==> src/rtl/l1_victim_miss_handler.sv <==
// l1_victim_miss_handler
// Miss-side initiator for the L1 victim-cache protocol. On an L1 miss it hands
// the evicted line to the victim cache and looks up the missing line there.
// On a victim hit it captures the victim data. On a victim miss it reads the
// line from physical memory. It returns one fill line to the L1 controller and
// keeps saturating victim hit/miss counters.
//
// Ports
//   clk, rst                     clock, synchronous active-high reset
//   miss_req, miss_address       L1 miss request (sampled in IDLE) and line address
//   victim_dirty, victim_data    evicted L1 line and its dirty bit
//   miss_done                    one-cycle pulse, fill_data valid
//   fill_data, fill_from_victim  fill line and its source, held until next capture
//   vc_request, vc_address,
//   vc_is_dirty, vc_evicted_data victim-cache request and registered miss context
//   vc_resp, vc_found, vc_dataout victim-cache response (found/data valid in first cycle only)
//   pmem_read, pmem_address      memory read request
//   pmem_rdata, pmem_resp        memory read response
//   vc_hit_count, vc_miss_count  saturating statistics
module l1_victim_miss_handler #(
  parameter int width     = 256,
  parameter int cnt_width = 16
) (
  input  logic                 clk,
  input  logic                 rst,
  input  logic                 miss_req,
  input  logic [31:0]          miss_address,
  input  logic                 victim_dirty,
  input  logic [width-1:0]     victim_data,
  output logic                 miss_done,
  output logic [width-1:0]     fill_data,
  output logic                 fill_from_victim,
  output logic                 vc_request,
  output logic [31:0]          vc_address,
  output logic                 vc_is_dirty,
  output logic [width-1:0]     vc_evicted_data,
  input  logic                 vc_resp,
  input  logic                 vc_found,
  input  logic [width-1:0]     vc_dataout,
  output logic                 pmem_read,
  output logic [31:0]          pmem_address,
  input  logic [width-1:0]     pmem_rdata,
  input  logic                 pmem_resp,
  output logic [cnt_width-1:0] vc_hit_count,
  output logic [cnt_width-1:0] vc_miss_count
);

  typedef enum logic [1:0] {IDLE, VC_REQ, MEM_RD, DONE} state_t;

  state_t state;
  logic   first_cycle;
  logic   hit_flag;

  function automatic logic [cnt_width-1:0] sat_inc(input logic [cnt_width-1:0] v);
    return (&v) ? v : v + {{(cnt_width-1){1'b0}}, 1'b1};
  endfunction

  always_ff @(posedge clk) begin
    if (rst) begin
      state            <= IDLE;
      first_cycle      <= 1'b0;
      hit_flag         <= 1'b0;
      miss_done        <= 1'b0;
      fill_data        <= '0;
      fill_from_victim <= 1'b0;
      vc_request       <= 1'b0;
      vc_address       <= '0;
      vc_is_dirty      <= 1'b0;
      vc_evicted_data  <= '0;
      pmem_read        <= 1'b0;
      pmem_address     <= '0;
      vc_hit_count     <= '0;
      vc_miss_count    <= '0;
    end else begin
      case (state)
        // Accept a miss and freeze its context for the whole transaction.
        IDLE: begin
          if (miss_req) begin
            vc_address      <= miss_address;
            vc_is_dirty     <= victim_dirty;
            vc_evicted_data <= victim_data;
            first_cycle     <= 1'b1;
            hit_flag        <= 1'b0;
            vc_request      <= 1'b1;
            state           <= VC_REQ;
          end
        end
        // vc_found/vc_dataout are only meaningful in the first request cycle;
        // afterwards the victim cache is busy writing back and drives junk.
        VC_REQ: begin
          if (first_cycle) begin
            hit_flag    <= vc_found;
            first_cycle <= 1'b0;
            if (vc_found) fill_data <= vc_dataout;
          end
          if (vc_resp) begin
            vc_request <= 1'b0;
            if (hit_flag || (first_cycle && vc_found)) begin
              fill_from_victim <= 1'b1;
              vc_hit_count     <= sat_inc(vc_hit_count);
              miss_done        <= 1'b1;
              state            <= DONE;
            end else begin
              vc_miss_count <= sat_inc(vc_miss_count);
              pmem_read     <= 1'b1;
              pmem_address  <= vc_address;
              state         <= MEM_RD;
            end
          end
        end
        // Victim writeback has finished, so the memory read never overlaps it.
        MEM_RD: begin
          if (pmem_resp) begin
            pmem_read        <= 1'b0;
            fill_data        <= pmem_rdata;
            fill_from_victim <= 1'b0;
            miss_done        <= 1'b1;
            state            <= DONE;
          end
        end
        // miss_done was raised on entry; drop it after one cycle.
        DONE: begin
          miss_done <= 1'b0;
          state     <= IDLE;
        end
        default: state <= IDLE;
      endcase
    end
  end

endmodule

==> config.mk <==
export PLATFORM = sky130hd
export DESIGN_NAME = l1_victim_miss_handler
export DESIGN_NICKNAME = d
export VERILOG_FILES = /design/src/rtl/l1_victim_miss_handler.sv
export SDC_FILE = /design/constraint.sdc
export NUM_CORES = 1
export LEC_CHECK = 0
export CELL_PAD_IN_SITES_DETAIL_PLACEMENT = 1
export CELL_PAD_IN_SITES_GLOBAL_PLACEMENT = 1
export CORE_AREA = 2 2 554 556
export DETAILED_ROUTE_END_ITERATION = 8
export DIE_AREA = 0 0 556 558
export GPL_TIMING_DRIVEN = 0
export PLACE_DENSITY = 0.33
export SLEW_MARGIN = 10
export SYNTH_ARGS = -nofsm -noshare
export SYNTH_HDL_FRONTEND = slang
export SYNTH_SLANG_ARGS = --single-unit
==> constraint.sdc <==
create_clock -name clk -period 2.8 [get_ports clk]
set_input_delay 0.7 -clock clk [delete_from_list [all_inputs] [get_ports clk]]
set_output_delay 0.7 -clock clk [all_outputs]
set_load 0.02 [all_outputs]
Word level (Yosys, flattened, before mapping) --
Cells that the tools add are included.
Word-level totals: latch bits 0, bits of input ports 807, memories 0, register bits 617, memory bits (writable) 0, bits in read-only memories 0
Cells by class: eq/ne operators 10, muxes and demuxes 25, add/sub/neg operators 2, bitwise logic cells 3, shift operators 0, reductions and logical operators 20, $mul 0, divide/modulo/power cells 0, magnitude comparators 0
Operators by type and width (count):
- 256-bit two-way mux | 3
- 256-bit one-hot mux with 2 select lines | 1
- 16-bit by 1-bit adder with 16-bit output, second input constant | 2
- 16-bit AND reduction | 2
- 4-bit AND reduction | 6
- 2-bit inequality test, second input constant | 7
- 3-bit AND reduction | 4
- 1-bit two-way mux | 11
- 1-bit one-hot mux with 2 select lines | 5
- 2-bit one-hot mux with 4 select lines | 1
- 2-bit two-way mux | 3
- 2-bit == test, second input constant | 2
- 2-bit AND reduction | 2
- 2-bit nonzero test | 2
- 1-bit NOT | 3
- 1-bit one-hot mux with 3 select lines | 1
- 3-bit nonzero test | 1
- 2-bit by 1-bit == test with 1-bit output, second input constant | 1
- 2-bit logical NOT | 1
- 1-bit logical AND | 1
- 1-bit logical OR | 1

Logic depth before layout (Yosys ltp) --
depth after elaboration 5, mapped depth 9

Worst setup path after synthesis --
Ideal clock, no wire load.
path type input-to-reg, from in vc_found, to reg vc_miss_count[15], library setup time 121 ps, data arrival time 1868 ps, cell stages on the path 4, data required time 2679 ps, path slack 812 ps, cell sequence a21boi_2 nand4_1 nor4_1 mux2_2
On the way: longest elaborated chain between the ends 4
RTL lines:
- start: declaration | RTL line 38 | input logic vc_found,
- 1-bit logical AND | RTL line 98 | if (hit_flag || (first_cycle && vc_found)) begin
- 1-bit logical OR | RTL line 98
- 1-bit NOT (no line)
- 4-bit AND reduction (no line)
- end signal: assignment | RTL line 104 | vc_miss_count <= sat_inc(vc_miss_count);
- end: declaration | RTL line 45 | output logic [cnt_width-1:0] vc_miss_count
Every way passes these cells. A chain may end at the register's enable or synchronous reset.

Worst setup path in the final report --
from reg vc_address[11], to out vc_address[11]
RTL lines:
- start: declaration | RTL line 34 | output logic [31:0] vc_address,
- start signal: assignment | RTL line 79 | vc_address <= miss_address;
No word-level cell between the ends.

==> flow_metrics.tcl <==
set metrics [dict create \
    drc 0 \
    slew_headroom_pct 13.8 \
    placementRows 203 \
    cp_top_family "buffers and inverters" \
    clock_sinks 617 \
    synthArstFlopShare_pct 0 \
    hold_ws_ps 434 \
    synth_area_um2 24100 \
    insertion_delay_ps 810 \
    worst-path-max-fanout 3 \
    antenna_found_initial 169 \
    crit_chain "clkdlybuf4s50_1" \
    cpPeakStageDelay_ps 750 \
    avgSynthCellArea_um2 8.63 \
    layout.nets 5134 \
    drv_cap 0 \
    ant_nets 0 \
    cellLeakagePower_nw 15.6 \
    dieArea_um2 310000 \
    power_mw 45.8 \
    maxSlewViolCount 0 \
    crit_path_top_delay_cell "clkdlybuf4s50_1" \
    cts-root-buf "clkbuf_16" \
    cts.clk_slew.worst_paths_ps 60 \
    path_buf_inv 1 \
    syn_nets 3612 \
    overflow 0 \
    synth-edff-count 0 \
    hold_buffers 0 \
    htreeDepth 3 \
    synth_cell_types 40 \
    worst_ep_required_time_ps 2100 \
    coreArea_um2 305000 \
    mostFrequentLayoutCell "clkdlybuf4s50_1" \
    drt-wirelength-per-cell_um 28.8 \
    cts_tree "yes" \
    synthFlopType "dfxtp_1" \
    fp.dieH_um 558 \
    cts_max_path_buffers 4 \
    initial_core_util_pct 7.93 \
    powerDensity_nw_per_um2 976 \
    path_class "register to output port" \
    cp_data_arrival_time_ps 1990 \
    synthCells 2798 \
    ys_warn_count 0 \
    setup_viol 0 \
    cp-end-kind "output port" \
    fin_crit_sh_pct 96.0 \
    final_hold_viol_count 0 \
    viasPerCell 3.27 \
    grt_pass1_vias 29000 \
    critPathLaunchType "register" \
    chipWidth_um 556 \
    area_growth_pct 94.2 \
    numPortBuffers 1418 \
    tightestPinTransition_ps 1290 \
    drive_gt1_share_pct 6.91 \
    layout_common_cells "clkdlybuf4s50_1 (1363), nand2_1 (659), dfxtp_1 (616)" \
    skew_ps 40.6 \
    routed_wl_mm 243 \
    ioPinCount 1420 \
    max_freq_mhz 372 \
    first_pass_iters 4 \
    synth_seq_area_share_pct 51.2 \
    cts_buffers 97 \
    grt_first_pass_wirelength_mm 305 \
    drtIter0Drc 1132 \
    post-dp-hpwl_mm 208 \
    place_congestion 0.792 \
    status "completed" \
    grt_usage_pct 15.0 \
    vias 27500 \
    hold_path.class "input pin to register" \
    synth-seq-cells 617 \
    ir_drop_mv 0.408 \
    finalCriticalPeriod_ps 2690 \
    grt_max_degree 14 \
]
path summary, 6_finish.rpt:
kind              depth (start not counted)                                end  slack [ps]                         startpoint
setup / recovery                          1                     vc_address[11]         110        vc_address[11]$_SDFFE_PP0P_
hold / removal                            3        vc_address[31]$_SDFFE_PP0P_         430                   miss_address[31]
setup reg to reg                          7        fill_data[115]$_SDFFE_PP0P_         190              state[0]$_SDFFE_PP0P_
hold reg to reg                           2  vc_evicted_data[136]$_SDFFE_PP0P_         450  vc_evicted_data[136]$_SDFFE_PP0P_
cells in the mapped netlist (3+ instances only):
library cell	instances	area share, %
nand2_1	660	10
dfxtp_1	617	51
a21oi_1	337	7.0
nor2_1	286	4.4
a211oi_1	264	8.2
mux2i_1	258	11
clkbuf_1	172	2.7
buf_2	47	0.97
nor2b_1	18	0.47
mux2_2	17	0.79
buf_1	13	0.20
inv_1	12	0.19
nand3_1	12	0.25
nor4_1	12	0.31
nand4_1	10	0.26
o31ai_1	9	0.28
or4_1	9	0.28
ha_1	7	0.36
and2_1	6	0.16
and4_1	4	0.15
o21ai_0	4	0.083
and3_1	3	0.078
layout make-up:
type / instances / area (µm²)
inverters: 12 / 45.0
fillers: 35700 / 258000
clock buffers: 135 / 2780
multi-input cells: 1936 / 10800
well taps: 3997 / 5000
repair buffers: 1425 / 14300
plain buffers: 231 / 1080
diodes: 52 / 130
flip-flops and latches: 617 / 12400
clock inverters: 29 / 379
state kept, by name, indices dropped and copies added, names as in the netlist, 2 cells and up:
| register | cells |
|---|---|
| vc_miss_count | 16 |
| vc_evicted_data | 256 |
| pmem_address | 32 |
| fill_data | 256 |
| vc_address | 32 |
| state | 2 |
| vc_hit_count | 16 |
cell families after synthesis:
group | count (synthesis) | synth area share (%)
buf+inv | 245 | 4.07
simple gates | 1028 | 16.9
mux | 275 | 11.5
fa+ha+maj | 7 | 0.363
flops | 617 | 51.2
compound gates | 626 | 16.0
worst min-delay path: stages:
cell             delay (ps)
clkdlybuf4s50_1         400
nand2_1                  60
a21oi_1                  50
report_power, final:
part	total [mW]	switching [mW]	internal [mW]
clock network	12.6	5.08	7.53
registers	12.0	1.25	10.8
logic	21.1	13.3	7.76
total	45.8	19.7	26.1
per-layer routing:
metal,wire [µm],track usage (%),vias up,share of wire (%)
met1,87400,15.2,13100,36
met3,29800,8.53,363,12
met4,3950,2.88,82,1.6
met5,558,0,-,0.23
li1,-,-,12700,-
met2,121000,26.7,1226,50
timing repair:
action / in CTS / in global routing
pin swaps: 1 / 1
endpoints found under the setup margin: 531 / 304
gates resized for setup: 145 / 40
buffers inserted: 3 / 0
stage by stage:
step	cells	setup slack [ps]	TNS [ps]	utilization, %	instance area [µm²]
global route	8396	-25.3	-67.4	15.4	46800
global placement	8213	-2730	-826040	14.2	43300
floorplan	2798	812	0	-	24100
detailed placement	8217	-1480	-481840	14.3	43400
finish	8434	112	0	15.4	46900
CTS	8383	-0.659	-0.659	15.3	46700
(Power assumes the default switching activity.)
